File: src/rtl/aes_pkg.sv
// Shared definitions for the AES CBC sequencer: block width and FSM state encoding.
package aes_pkg;

  localparam int AES_BLK_W = 128;

  typedef logic [AES_BLK_W-1:0] blk_t;

  typedef enum logic [2:0] {
    ST_IDLE  = 3'd0,
    ST_READY = 3'd1,
    ST_START = 3'd2,
    ST_WAIT  = 3'd3,
    ST_OUT   = 3'd4
  } state_e;

endpackage

File: src/rtl/aes_cbc_ctrl.sv
// CBC-mode sequencer: one block in flight, issuing a start to the single-block AES
// core, applying the chaining XOR and returning the result on a valid/ready stream.
module aes_cbc_ctrl
  import aes_pkg::*;
(
  input  logic                 i_Clk,
  input  logic                 i_Rst,
  input  logic                 i_fInit,
  input  logic                 i_fDec,
  input  logic [AES_BLK_W-1:0] i_Key,
  input  logic [AES_BLK_W-1:0] i_Iv,
  input  logic                 i_fInValid,
  output logic                 o_fInReady,
  input  logic [AES_BLK_W-1:0] i_InData,
  input  logic                 i_fInLast,
  output logic                 o_fOutValid,
  input  logic                 i_fOutReady,
  output logic [AES_BLK_W-1:0] o_OutData,
  output logic                 o_fOutLast,
  output logic                 o_fBusy,
  output logic                 o_AesFStart,
  output logic                 o_AesFDec,
  output logic [AES_BLK_W-1:0] o_AesKey,
  output logic [AES_BLK_W-1:0] o_AesText,
  input  logic                 i_AesFDone,
  input  logic [AES_BLK_W-1:0] i_AesText
);

  state_e state_q, state_d;
  blk_t   key_q, key_d;
  blk_t   chain_q, chain_d;
  blk_t   cipher_q, cipher_d;
  blk_t   text_q, text_d;
  blk_t   out_q, out_d;
  logic   dec_q, dec_d;
  logic   last_q, last_d;
  logic   in_rdy_q, out_vld_q, start_q, busy_q;

  always_comb begin
    // NOTE: every signal gets its hold value first, so no path through the case can infer a latch.
    state_d  = state_q;
    key_d    = key_q;
    chain_d  = chain_q;
    cipher_d = cipher_q;
    text_d   = text_q;
    out_d    = out_q;
    dec_d    = dec_q;
    last_d   = last_q;

    unique case (state_q)
      ST_IDLE: begin
        if (i_fInit) begin
          key_d   = i_Key;
          chain_d = i_Iv;
          dec_d   = i_fDec;
          state_d = ST_READY;
        end
      end
      ST_READY: begin
        if (i_fInValid) begin
          if (dec_q) begin
            text_d   = i_InData;
            cipher_d = i_InData;
          end else begin
            text_d   = i_InData ^ chain_q;
          end
          last_d  = i_fInLast;
          state_d = ST_START;
        end
      end
      ST_START: state_d = ST_WAIT;
      ST_WAIT: begin
        if (i_AesFDone) begin
          if (dec_q) begin
            out_d   = i_AesText ^ chain_q;
            chain_d = cipher_q;
          end else begin
            out_d   = i_AesText;
            chain_d = i_AesText;
          end
          state_d = ST_OUT;
        end
      end
      ST_OUT: begin
        // Result register is cleared on handoff so the output bus reads zero when idle.
        if (i_fOutReady) begin
          out_d   = '0;
          state_d = last_q ? ST_IDLE : ST_READY;
        end
      end
      default: state_d = ST_IDLE;
    endcase
  end

  // NOTE: datapath registers are reset too, so the core-facing key/text read zero after reset.
  always_ff @(posedge i_Clk or negedge i_Rst) begin
    if (!i_Rst) begin
      state_q   <= ST_IDLE;
      key_q     <= '0;
      chain_q   <= '0;
      cipher_q  <= '0;
      text_q    <= '0;
      out_q     <= '0;
      dec_q     <= 1'b0;
      last_q    <= 1'b0;
      in_rdy_q  <= 1'b0;
      out_vld_q <= 1'b0;
      start_q   <= 1'b0;
      busy_q    <= 1'b0;
    end else begin
      // NOTE: non-blocking assignments so every flop samples pre-edge values.
      state_q   <= state_d;
      key_q     <= key_d;
      chain_q   <= chain_d;
      cipher_q  <= cipher_d;
      text_q    <= text_d;
      out_q     <= out_d;
      dec_q     <= dec_d;
      last_q    <= last_d;
      in_rdy_q  <= (state_d == ST_READY);
      out_vld_q <= (state_d == ST_OUT);
      start_q   <= (state_d == ST_START);
      busy_q    <= (state_d != ST_IDLE);
    end
  end

  assign o_fInReady  = in_rdy_q;
  assign o_fOutValid = out_vld_q;
  assign o_OutData   = out_q;
  assign o_fOutLast  = out_vld_q & last_q;
  assign o_fBusy     = busy_q;
  assign o_AesFStart = start_q;
  assign o_AesFDec   = dec_q;
  assign o_AesKey    = key_q;
  assign o_AesText   = text_q;

endmodule

File: config.mk
export PLATFORM = sky130hd
export DESIGN_NAME = aes_cbc_ctrl
export DESIGN_NICKNAME = d
export VERILOG_FILES = /design/src/rtl/aes_pkg.sv /design/src/rtl/aes_cbc_ctrl.sv
export SDC_FILE = /design/constraint.sdc
export NUM_CORES = 1
export LEC_CHECK = 0
export ABC_AREA = 1
export CORE_AREA = 5 5 351 353
export CTS_CLUSTER_SIZE = 16
export DETAILED_ROUTE_END_ITERATION = 10
export DIE_AREA = 0 0 356 358
export HOLD_SLACK_MARGIN = 0.08
export PLACE_DENSITY_LB_ADDON = 0.1
export SLEW_MARGIN = 15
export SYNTH_ARGS = -nofsm -noshare
export SYNTH_HDL_FRONTEND = slang
export SYNTH_SLANG_ARGS = --single-unit
File: constraint.sdc
create_clock -name i_Clk -period 1.8 [get_ports i_Clk]
set_input_delay 0.36 -clock i_Clk [delete_from_list [all_inputs] [get_ports i_Clk]]
set_output_delay 0.36 -clock i_Clk [all_outputs]
set_load 0.05 [all_outputs]
==> flow_summary.json, run 1 <==
{
  "outcome": "complete, but fails checks",
  "violations": "negative setup slack",
  "die_y_microns": 358,
  "fillCellCount": 12600,
  "p_switching_mw": 45.5,
  "path_max_fanout": 3,
  "drive_gt1_frac": 0.169,
  "leakagePower_nw": 23.2,
  "setup_violations": 1,
  "relSlewSlack": 0.627,
  "maxSlewViolCount": 0,
  "worstPathArrival_ns": 1.44,
  "dieArea_sq_um": 127000,
  "r2r-end": "o_OutData[26]",
  "synthesis.area_sq_um": 31500,
  "rr_startpoint": "o_AesFDec",
  "yosys_warnings": 0,
  "io_buffers": 909,
  "fin_ws_ns": -0.00410,
  "grt_pass1_vias": 30500,
  "cts_tree": "yes",
  "synth_area_leader_cell": "dfrtp_1",
  "post-route-drc-count": 0,
  "syn_inst": 4074,
  "hold_ws_ns": 0.196,
  "grt_max_degree": 82,
  "yosys.cell_types.count": 21,
  "pwr-share-clk": 0.186,
  "cts_root_buf": "clkbuf_16",
  "crit_required_ns": 1.44,
  "dp.cells": 6524,
  "finalCriticalPeriod_ns": 1.80,
  "cts_buffer_depth": 3,
  "tightestPinTransition_ns": 0.559,
  "numClockSinks": 649,
  "grt_pass1_wl_microns": 209000,
  "clkTransAtPathRegs_ns": 0.06,
  "rsz0062_at_grt": "true",
  "clock_skew_ns": 0.0345,
  "clock_latency_ns": 0.65,
  "ys_seq_area_frac": 0.516,
  "grt_usage": 0.218,
  "routed_wl_microns": 145000,
  "startpoint": "o_AesFDec",
  "coreArea_sq_um": 119000,
  "core.rowCount": 127,
  "pwr_density_cell_nw_per_um2": 2030,
  "die_w_microns": 356,
  "drt_iter0_drc": 2009,
  "antenna_left": 0,
  "seq_power_share": 0.284,
  "rr_worst_depth": 7,
  "finalCritPeriodShare": 1.00,
  "start_kind": "flip-flop",
  "io_pins": 910,
  "p_sw_frac": 0.487,
  "syn_to_final_growth_pct": 46.3,
  "critical_path_class": "reg2out",
  "max_cap_violations": 0,
  "p_int_mw": 47.9,
  "first_pass_iters": 5,
  "rrSetupSlack_ns": 0.06,
  "viasPerCell": 4.57,
  "ys_ff_latch": 649,
  "p_comb_frac": 0.530,
  "endpoint_kind": "output pin",
  "globalplace.congestion": 0.791,
  "tns_ns": -0.00410,
  "syn_nets": 4594,
  "endpoint": "o_AesFDec",
  "route.vias.total": 30600,
  "hold_violations": 0,
  "antenna_found_initial": 30,
  "nets": 5528,
  "yosysTopAreaCellShare": 0.516,
  "avgSynthCellArea_sq_um": 7.72,
  "start_util": 0.263,
  "hold_path_class": "in2async",
  "dp_hpwl_microns": 107000,
  "grt.overflow.total": 0,
  "final_cells": 6696,
  "fmax_mhz": 554,
  "routedWlPerCell_microns": 21.7,
  "cts_buffers": 83,
  "peakVddDrop_mv": 1.15,
  "ys_top_cells_by_area": "dfrtp_1 52%, nand2_1 23%, nand3_1 8.9%, xor2_1 3.6%, o21ai_0 2.5%",
  "htree_levels": 3
}
[cell usage after synthesis]
library cell	number
buf_2	154
nand2_1	1923
or2_2	100
a21oi_1	100
nand2_2	3
clkbuf_1	87
inv_1	37
nand3_2	1
nor2_4	1
xor2_1	128
nand4_1	29
nor3_4	1
buf_6	13
dfrtp_1	649
o21ai_0	158
buf_1	14
inv_2	4
nand4_4	1
nor2_1	105
nand3_1	558
buf_4	8
[state kept, by name, indices dropped and copies added, names as in the netlist]
register	cells
chain_q	128
cipher_q	128
last_q	1
o_AesFDec	1
o_AesFStart	1
o_AesKey	128
o_AesText	128
o_OutData	128
o_fBusy	1
o_fInReady	1
o_fOutValid	1
state_q	3
[layer usage]
metal / routed length [microns] / part of all wire / GRT usage / vias up
li1: - / - / - / 14900
met1: 60200 / 0.41 / 0.272 / 14600
met2: 71900 / 0.50 / 0.379 / 924
met3: 9620 / 0.066 / 0.0541 / 170
met4: 3320 / 0.023 / 0.0574 / 26
met5: 176 / 0.0012 / 0 / -
[power groups by stage]
stage / Clock [mW] / Sequential (mW) / Combinational (mW)
floorplan: 0 / 39.2 / 17.0
global placement: 0 / 26.8 / 48.9
detailed placement: 0 / 26.7 / 49.3
CTS: 17.9 / 26.6 / 49.8
global route: 18.4 / 27.4 / 53.4
finish: 17.4 / 26.5 / 49.5
[per-stage QoR]
step / utilization / area (sq um) / total power, mW / setup WS, ns
3_3_place_gp: 0.359 / 42900 / 75.7 / -0.0604
3_5_place_dp: 0.359 / 42900 / 75.9 / -0.0977
6_report: 0.385 / 46000 / 93.4 / -0.00410
2_1_floorplan: - / 31500 / 56.2 / 0.0187
5_1_grt: 0.385 / 46000 / 99.2 / -0.0645
4_1_cts: 0.384 / 45800 / 94.3 / -0.0751
[logic make-up after synthesis]
group	synth area share
AO/OA/AOI/OAI	0.0411
XOR/XNOR	0.0356
buffers and inverters	0.0480
flip-flops	0.516
AND/OR/NAND/NOR	0.359
[cell type report]
type	instances	area, sq um	share of cell area
timing repair buffer	1125	10900	0.238
sequential	649	16200	0.353
multi-input combinational	3108	13800	0.299
tap	1612	2020	0.0438
clock inverter	21	330	0.00718
clock buffer	126	2480	0.0539
inverter	41	193	0.00419
antenna	14	35.0	0.000761
[repair_timing]
| item | in CTS | in global routing |
|---|---|---|
| hold endpoints to repair | 250 | 0 |
| pin swaps | 0 | 0 |
| cloned | 2 | 3 |
| hold buffers | 1 | 0 |
| resized for setup | 9 | 18 |
| setup endpoints to repair | 2 | 63 |
| setup buffers | 5 | 1 |
[worst min path at each step]
stage               startpoint        endpoint  slack, ns  cells past startpoint
floorplan                i_Rst      chain_q[0]       0.06                      0
global placement         i_Rst  o_AesText[101]       0.26                      1
detailed placement       i_Rst  o_AesText[101]       0.26                      1
CTS                      i_Rst   o_OutData[91]       0.13                      2
global route             i_Rst  o_AesText[103]       0.18                      2
finish                   i_Rst  o_AesText[101]       0.20                      2
[placed cells by master, fill, tap and decap left out, drive strengths merged]
master         Yosys  routed
clkdlybuf4s50      0     518
bufbuf             0       2
clkinvlp           0       1
dfrtp            649     649
diode              0      14
nand4             30      30
nor2             106     106
a21oi            100     100
nand2           1926    1926
or2              100     100
o21ai            158     158
nand3            559     559
buf              189     601
clkbuf            87     129
xor2             128     128
bufinv             0       7
clkinv             0      12
inv               41      42
nor3               1       1
dlygate4sd3        0       1
[critical path, cell delays in order (launching register included)]
cell	delay [ns]
dfrtp_4	0.51
buf_16	0.16
buf_12	0.14
Note: power is estimated with default switching activity, not from simulation.
==> run 2, diff against run 1 <==
--- a/config.mk
+++ b/config.mk
@@ -5,11 +5,9 @@
 export SDC_FILE = /design/constraint.sdc
 export NUM_CORES = 1
 export LEC_CHECK = 0
-export ABC_AREA = 1
-export CORE_AREA = 5 5 351 353
-export CTS_CLUSTER_SIZE = 16
+export CORE_AREA = 5 5 352 354
 export DETAILED_ROUTE_END_ITERATION = 10
-export DIE_AREA = 0 0 356 358
+export DIE_AREA = 0 0 357 359
 export HOLD_SLACK_MARGIN = 0.08
 export PLACE_DENSITY_LB_ADDON = 0.1
 export SLEW_MARGIN = 15
==> run 2 against run 1 <==
The flow still finishes with violations (negative setup slack); worst hold slack worse by 0.011 ns; first-iteration DRC count down 45%; wire length is 3.1% lower; register-to-register slack worse by 0.30 ns; combinational power increased by 19%; global-route usage fell by 2.1 points; synthesized cell count shrank 39%; count of clock-buffer cells in the layout increased by 1; die area increased by 0.56%; largest cell class unchanged; largest power group unchanged.
==> flow_summary.json, run 2 <==
{
  "outcome": "complete, but fails checks",
  "violations": "negative setup slack",
  "clkTransAtPathRegs_ns": 0.06,
  "fmax_mhz": 489,
  "synth_common_cells": "649 x dfrtp_1, 635 x mux2_2, 131 x a21oi_1",
  "routedWlPerCell_microns": 26.5,
  "maxSlewViolCount": 0,
  "syn_inst": 2495,
  "p_comb_frac": 0.568,
  "critical_path_class": "reg2reg",
  "cts_buffers": 84,
  "drive_gt1_frac": 0.457,
  "setup_violations": 571,
  "p_sw_frac": 0.434,
  "htree_levels": 3,
  "worstPathArrival_ns": 2.56,
  "rrSetupSlack_ns": -0.24,
  "ys_top_cells_by_area": "dfrtp_1 51%, mux2_2 23%, xnor2_1 3.5%, a21bo_2 3.2%, nor2b_1 2.5%",
  "dp_hpwl_microns": 97000,
  "crit_chain": "or3b_4 -> a21oi_4 -> buf_12 -> buf_16 -> buf_12 -> clkbuf_16 -> mux2_4",
  "avgSynthCellArea_sq_um": 12.7,
  "crit_buf_inv": 4,
  "routed_wl_microns": 141000,
  "syn_to_final_growth_pct": 55.8,
  "synthFlopType": "dfrtp_1",
  "rr_worst_depth": 7,
  "yosysTopAreaCellShare": 0.511,
  "grt_max_degree": 75,
  "yosys_warnings": 0,
  "hold_violations": 0,
  "ys_ff_latch": 649,
  "viasPerCell": 4.65,
  "endpoint_kind": "flip-flop",
  "cts_buffer_depth": 3,
  "crit_slowest_cell": "dfrtp_1",
  "synth-edff-count": 0,
  "max_stage_delay_ns": 0.42,
  "synthesis.area_sq_um": 31800,
  "pwr_density_cell_nw_per_um2": 2090,
  "core.rowCount": 128,
  "p_int_mw": 58.6,
  "yosys.cell_types.count": 35,
  "rr_startpoint": "state_q[0]",
  "io_buffers": 909,
  "peakVddDrop_mv": 1.34,
  "crit_required_ns": 2.32,
  "nets": 4127,
  "globalplace.congestion": 0.853,
  "relSlewSlack": 0.677,
  "mostFrequentLayoutCell": "dfrtp_1",
  "antenna_left": 0,
  "seq_power_share": 0.264,
  "clock_latency_ns": 0.65,
  "rsz0062_at_grt": "true",
  "numClockSinks": 649,
  "grt_pass1_wl_microns": 188000,
  "final_cells": 5322,
  "hold_ws_ns": 0.186,
  "path_max_fanout": 5,
  "cts_root_buf": "clkbuf_16",
  "async_flop_share": 1.00,
  "antenna_found_initial": 41,
  "route.vias.total": 24800,
  "grt_usage": 0.198,
  "fin_ws_ns": -0.243,
  "dieArea_sq_um": 128000,
  "pwr-share-clk": 0.168,
  "synth_area_leader_cell": "dfrtp_1",
  "hold_path_class": "in2async",
  "leakagePower_nw": 21.2,
  "grt_pass1_vias": 26500,
  "cts_tree": "yes",
  "post-route-cell-area_sq_um": 49500,
  "max_cap_violations": 0,
  "ys_seq_area_frac": 0.511,
  "p_total_mw": 103,
  "worst_path_most_repeated_cell": "buf_12",
  "die_w_microns": 357,
  "first_pass_iters": 5,
  "drt_iter0_drc": 1103,
  "coreArea_sq_um": 121000,
  "critPathTopFamily": "buffers and inverters",
  "place_area_sq_um": 43100,
  "post-route-drc-count": 0,
  "finalCriticalPeriod_ns": 2.04,
  "p_switching_mw": 44.9,
  "start_kind": "flip-flop",
  "grt.overflow.total": 0,
  "start_util": 0.263,
  "r2r-end": "chain_q[22]",
  "finalCritPeriodShare": 1.14,
  "die_y_microns": 359,
  "clock_skew_ns": 0.0300,
  "tightestPinTransition_ns": 0.482,
  "synth.most_common_cell": "dfrtp_1",
  "dp.cells": 5030,
  "io_pins": 910,
  "final_cell_mix": "646 x dfrtp_1, 544 x mux2_2, 518 x clkdlybuf4s50_1, 501 x buf_4, 129 x clkbuf_16",
  "syn_nets": 3015
}
-- run 2: layout make-up --
class	instances	area [sq um]
fillers	11500	71300
flip-flops and latches	649	16200
multi-input cells	1668	15400
repair buffers	1204	12900
clock buffers	127	2490
well taps	1625	2030
clock inverters	25	349
diodes	24	60.1
-- run 2: per-stage QoR --
step | worst slack (ns) | utilization | setup TNS (ns)
2_1_floorplan | -0.0785 | - | -5.23
3_3_place_gp | -0.751 | 0.357 | -236.06
3_5_place_dp | -0.757 | 0.357 | -233.59
4_1_cts | -0.244 | 0.389 | -84.98
5_1_grt | -0.300 | 0.410 | -113.90
6_report | -0.243 | 0.410 | -73.33
-- run 2: cell families (layout without fill, tap and decap cells) --
kind of cell           after synthesis  in the layout  share of synthesized area
flip-flops                         649            649                      0.511
multiplexers                       643            643                      0.228
AO/OA/AOI/OAI                      465            465                      0.109
AND/OR/NAND/NOR                    401            404                     0.0712
buffers and inverters              181           1356                     0.0378
XOR/XNOR                           156            156                     0.0430
other                                0             24                          0
-- run 2: metal layers --
layer / track usage / part of all wire / up-vias
met5: 0 / 0.0012 / -
met3: 0.0649 / 0.078 / 191
li1: - / - / 11200
met1: 0.227 / 0.39 / 12700
met2: 0.348 / 0.50 / 745
met4: 0.0598 / 0.026 / 26
-- run 2: worst max path at each step --
stage | from | to | slack, ns | cells past startpoint
finish | state_q[0] | chain_q[22] | -0.24 | 7
global route | state_q[0] | chain_q[18] | -0.30 | 7
CTS | state_q[1] | cipher_q[90] | -0.24 | 8
detailed placement | i_fInit | chain_q[74] | -0.76 | 5
global placement | i_fInit | chain_q[66] | -0.75 | 5
floorplan | o_AesFDec | chain_q[100] | -0.08 | 6
-- run 2: repair_timing --
item / in CTS / in global routing
gates cloned: 15 / 57
gates resized for setup: 55 / 300
setup endpoints to repair: 494 / 558
pin swaps: 2 / 4
setup buffers: 27 / 22
hold buffers: 1 / 0
endpoints found under the hold margin: 324 / 0
-- run 2: power by group through the flow --
stage / logic (mW) / clock network (mW) / registers [mW]
after floorplan: 20.3 / 0 / 39.9
after global placement: 50.8 / 0 / 26.8
after detailed placement: 51.3 / 0 / 27.1
after CTS: 53.9 / 18.0 / 27.0
after global routing: 61.8 / 18.6 / 28.1
final: 58.8 / 17.4 / 27.3
==> run 3, diff against run 2 <==
--- a/config.mk
+++ b/config.mk
@@ -5,9 +5,11 @@
 export SDC_FILE = /design/constraint.sdc
 export NUM_CORES = 1
 export LEC_CHECK = 0
-export CORE_AREA = 5 5 352 354
+export CELL_PAD_IN_SITES_DETAIL_PLACEMENT = 2
+export CELL_PAD_IN_SITES_GLOBAL_PLACEMENT = 2
+export CORE_AREA = 5 5 356 358
 export DETAILED_ROUTE_END_ITERATION = 10
-export DIE_AREA = 0 0 357 359
+export DIE_AREA = 0 0 361 363
 export HOLD_SLACK_MARGIN = 0.08
 export PLACE_DENSITY_LB_ADDON = 0.1
 export SLEW_MARGIN = 15
==> run 3 against run 2 <==
The flow still finishes with violations (negative setup slack); count of clock-buffer cells in the layout shrank 4; power shrank 1.6%; sequential cell count unchanged; setup slack improved by 0.022 ns; sequential power about the same; global-route usage is 2.2 points higher; clock power is 4% lower; largest power group unchanged.
==> flow_summary.json, run 3 (synthesis results as in run 2) <==
{
  "outcome": "complete, but fails checks",
  "violations": "negative setup slack",
  "crit_chain": "or3b_4 -> a21oi_4 -> buf_12 -> buf_8 -> clkbuf_16 -> mux2_2",
  "finalCritPeriodShare": 1.12,
  "cts_buffers": 84,
  "numClockSinks": 649,
  "leakagePower_nw": 20.8,
  "start_util": 0.258,
  "routed_wl_microns": 154000,
  "worstPathArrival_ns": 2.54,
  "htree_levels": 3,
  "die_y_microns": 363,
  "fillCellCount": 12500,
  "globalplace.congestion": 0.844,
  "cts_tree": "yes",
  "antenna_found_initial": 52,
  "p_total_mw": 102,
  "final-seq-area_sq_um": 16200,
  "pwr-share-clk": 0.164,
  "core.rowCount": 129,
  "clock_latency_ns": 0.65,
  "dieArea_sq_um": 131000,
  "relSlewSlack": 0.595,
  "tightestPinTransition_ns": 0.608,
  "peakVddDrop_mv": 1.01,
  "grt_usage": 0.219,
  "hold_violations": 0,
  "crit_required_ns": 2.32,
  "route.vias.total": 25300,
  "grt_pass1_vias": 28900,
  "endpoint_kind": "flip-flop",
  "pwr_density_cell_nw_per_um2": 2090,
  "p_comb_frac": 0.567,
  "rsz0062_at_grt": "true",
  "seq_power_share": 0.269,
  "first_pass_iters": 4,
  "max_stage_delay_ns": 0.42,
  "drt_iter0_drc": 913,
  "clkTransAtPathRegs_ns": 0.06,
  "viasPerCell": 4.73,
  "dp.cells": 5046,
  "mostFrequentLayoutCell": "dfrtp_1",
  "start_kind": "flip-flop",
  "grt_max_degree": 99,
  "nets": 4124,
  "final_cell_mix": "648 x dfrtp_1, 613 x mux2_2, 518 x clkdlybuf4s50_1, 506 x buf_4",
  "fin_ws_ns": -0.222,
  "maxSlewViolCount": 0,
  "post-route-drc-count": 0,
  "setup_violations": 559,
  "coreArea_sq_um": 123000,
  "io_pins": 910,
  "final_util": 0.396,
  "crit_buf_inv": 3,
  "syn_to_final_growth_pct": 53.5,
  "finalCriticalPeriod_ns": 2.02,
  "cts_root_buf": "clkbuf_16",
  "final_cells": 5341,
  "path_max_fanout": 10,
  "dp_hpwl_microns": 109000,
  "drive_gt1_frac": 0.447,
  "antenna_left": 0,
  "hold_path_class": "in2reg",
  "grt.overflow.total": 0,
  "grt_pass1_wl_microns": 211000,
  "clock_skew_ns": 0.0286,
  "routedWlPerCell_microns": 28.8,
  "fmax_mhz": 495,
  "p_sw_frac": 0.444,
  "critPathTopFamily": "buffers and inverters",
  "max_cap_violations": 0,
  "p_switching_mw": 45.2,
  "io_buffers": 909,
  "multi_input_comb_area_sq_um": 14900,
  "die_w_microns": 361,
  "critical_path_class": "reg2reg",
  "crit_slowest_cell": "or3b_4",
  "cts_buffer_depth": 3,
  "p_int_mw": 56.6
}
run 3: cell count changes in the layout (fill, tap and decap cells not counted), sizes merged:
cell,before,now
clkbuf,171,141
buf,640,660
clkinv,13,23
diode,24,33
bufbuf,1,6
bufinv,7,2
nand2,34,32
clkinvlp,3,2
inv,2,3
run 3: layout make-up:
type | count | share of cell area
clock inverter | 30 | 0.00490
timing repair buffer | 1203 | 0.263
sequential | 649 | 0.333
clock buffer | 123 | 0.0503
tap | 1637 | 0.0420
multi-input combinational | 1666 | 0.305
antenna | 33 | 0.00169
run 3: path summary, 6_finish.rpt:
check	start	end	slack (ns)	depth (start not counted)
max	state_q[0]	chain_q[80]	-0.22	6
min reg2reg	o_OutData[71]	o_OutData[71]	0.48	1
min in group asynchronous	i_Rst	o_OutData[109]	0.43	3
min	i_Key[47]	o_AesKey[47]	0.33	2
max reg2reg	state_q[0]	chain_q[80]	-0.22	6
max in group asynchronous	i_Rst	o_AesKey[2]	0.69	4
run 3: timing repair:
item,4_1_cts,5_1_grt
setup buffers,38,20
hold buffers,1,0
resized for setup,114,127
endpoints found under the hold margin,427,0
setup endpoints to repair,595,632
gates cloned,34,23
pin swaps,26,8
run 3: power by group through the flow:
| stage | Sequential [mW] | Combinational [mW] | Clock, mW |
|---|---|---|---|
| finish | 27.4 | 57.7 | 16.7 |
| global route | 28.2 | 60.7 | 18.0 |
| CTS | 27.3 | 56.1 | 17.3 |
| detailed placement | 27.5 | 52.3 | 0 |
| global placement | 27.1 | 51.2 | 0 |
| floorplan | 39.9 | 20.3 | 0 |
run 3: metal layers:
layer,wire length [microns],global-route usage,vias to the layer above
met5,276,0,-
met4,4540,0.0750,42
met3,12400,0.0773,222
met2,77800,0.383,734
met1,58800,0.249,13100
li1,-,-,11100
run 3: metrics by stage:
stage,hold slack [ns],cell area (sq um),setup WS (ns),TNS [ns]
floorplan,0.0644,31800,-0.0785,-5.23
global placement,0.466,43100,-0.653,-254.70
detailed placement,0.467,43100,-0.646,-281.07
CTS,0.257,47600,-0.279,-82.26
global route,0.284,48700,-0.274,-92.01
finish,0.327,48800,-0.222,-54.46
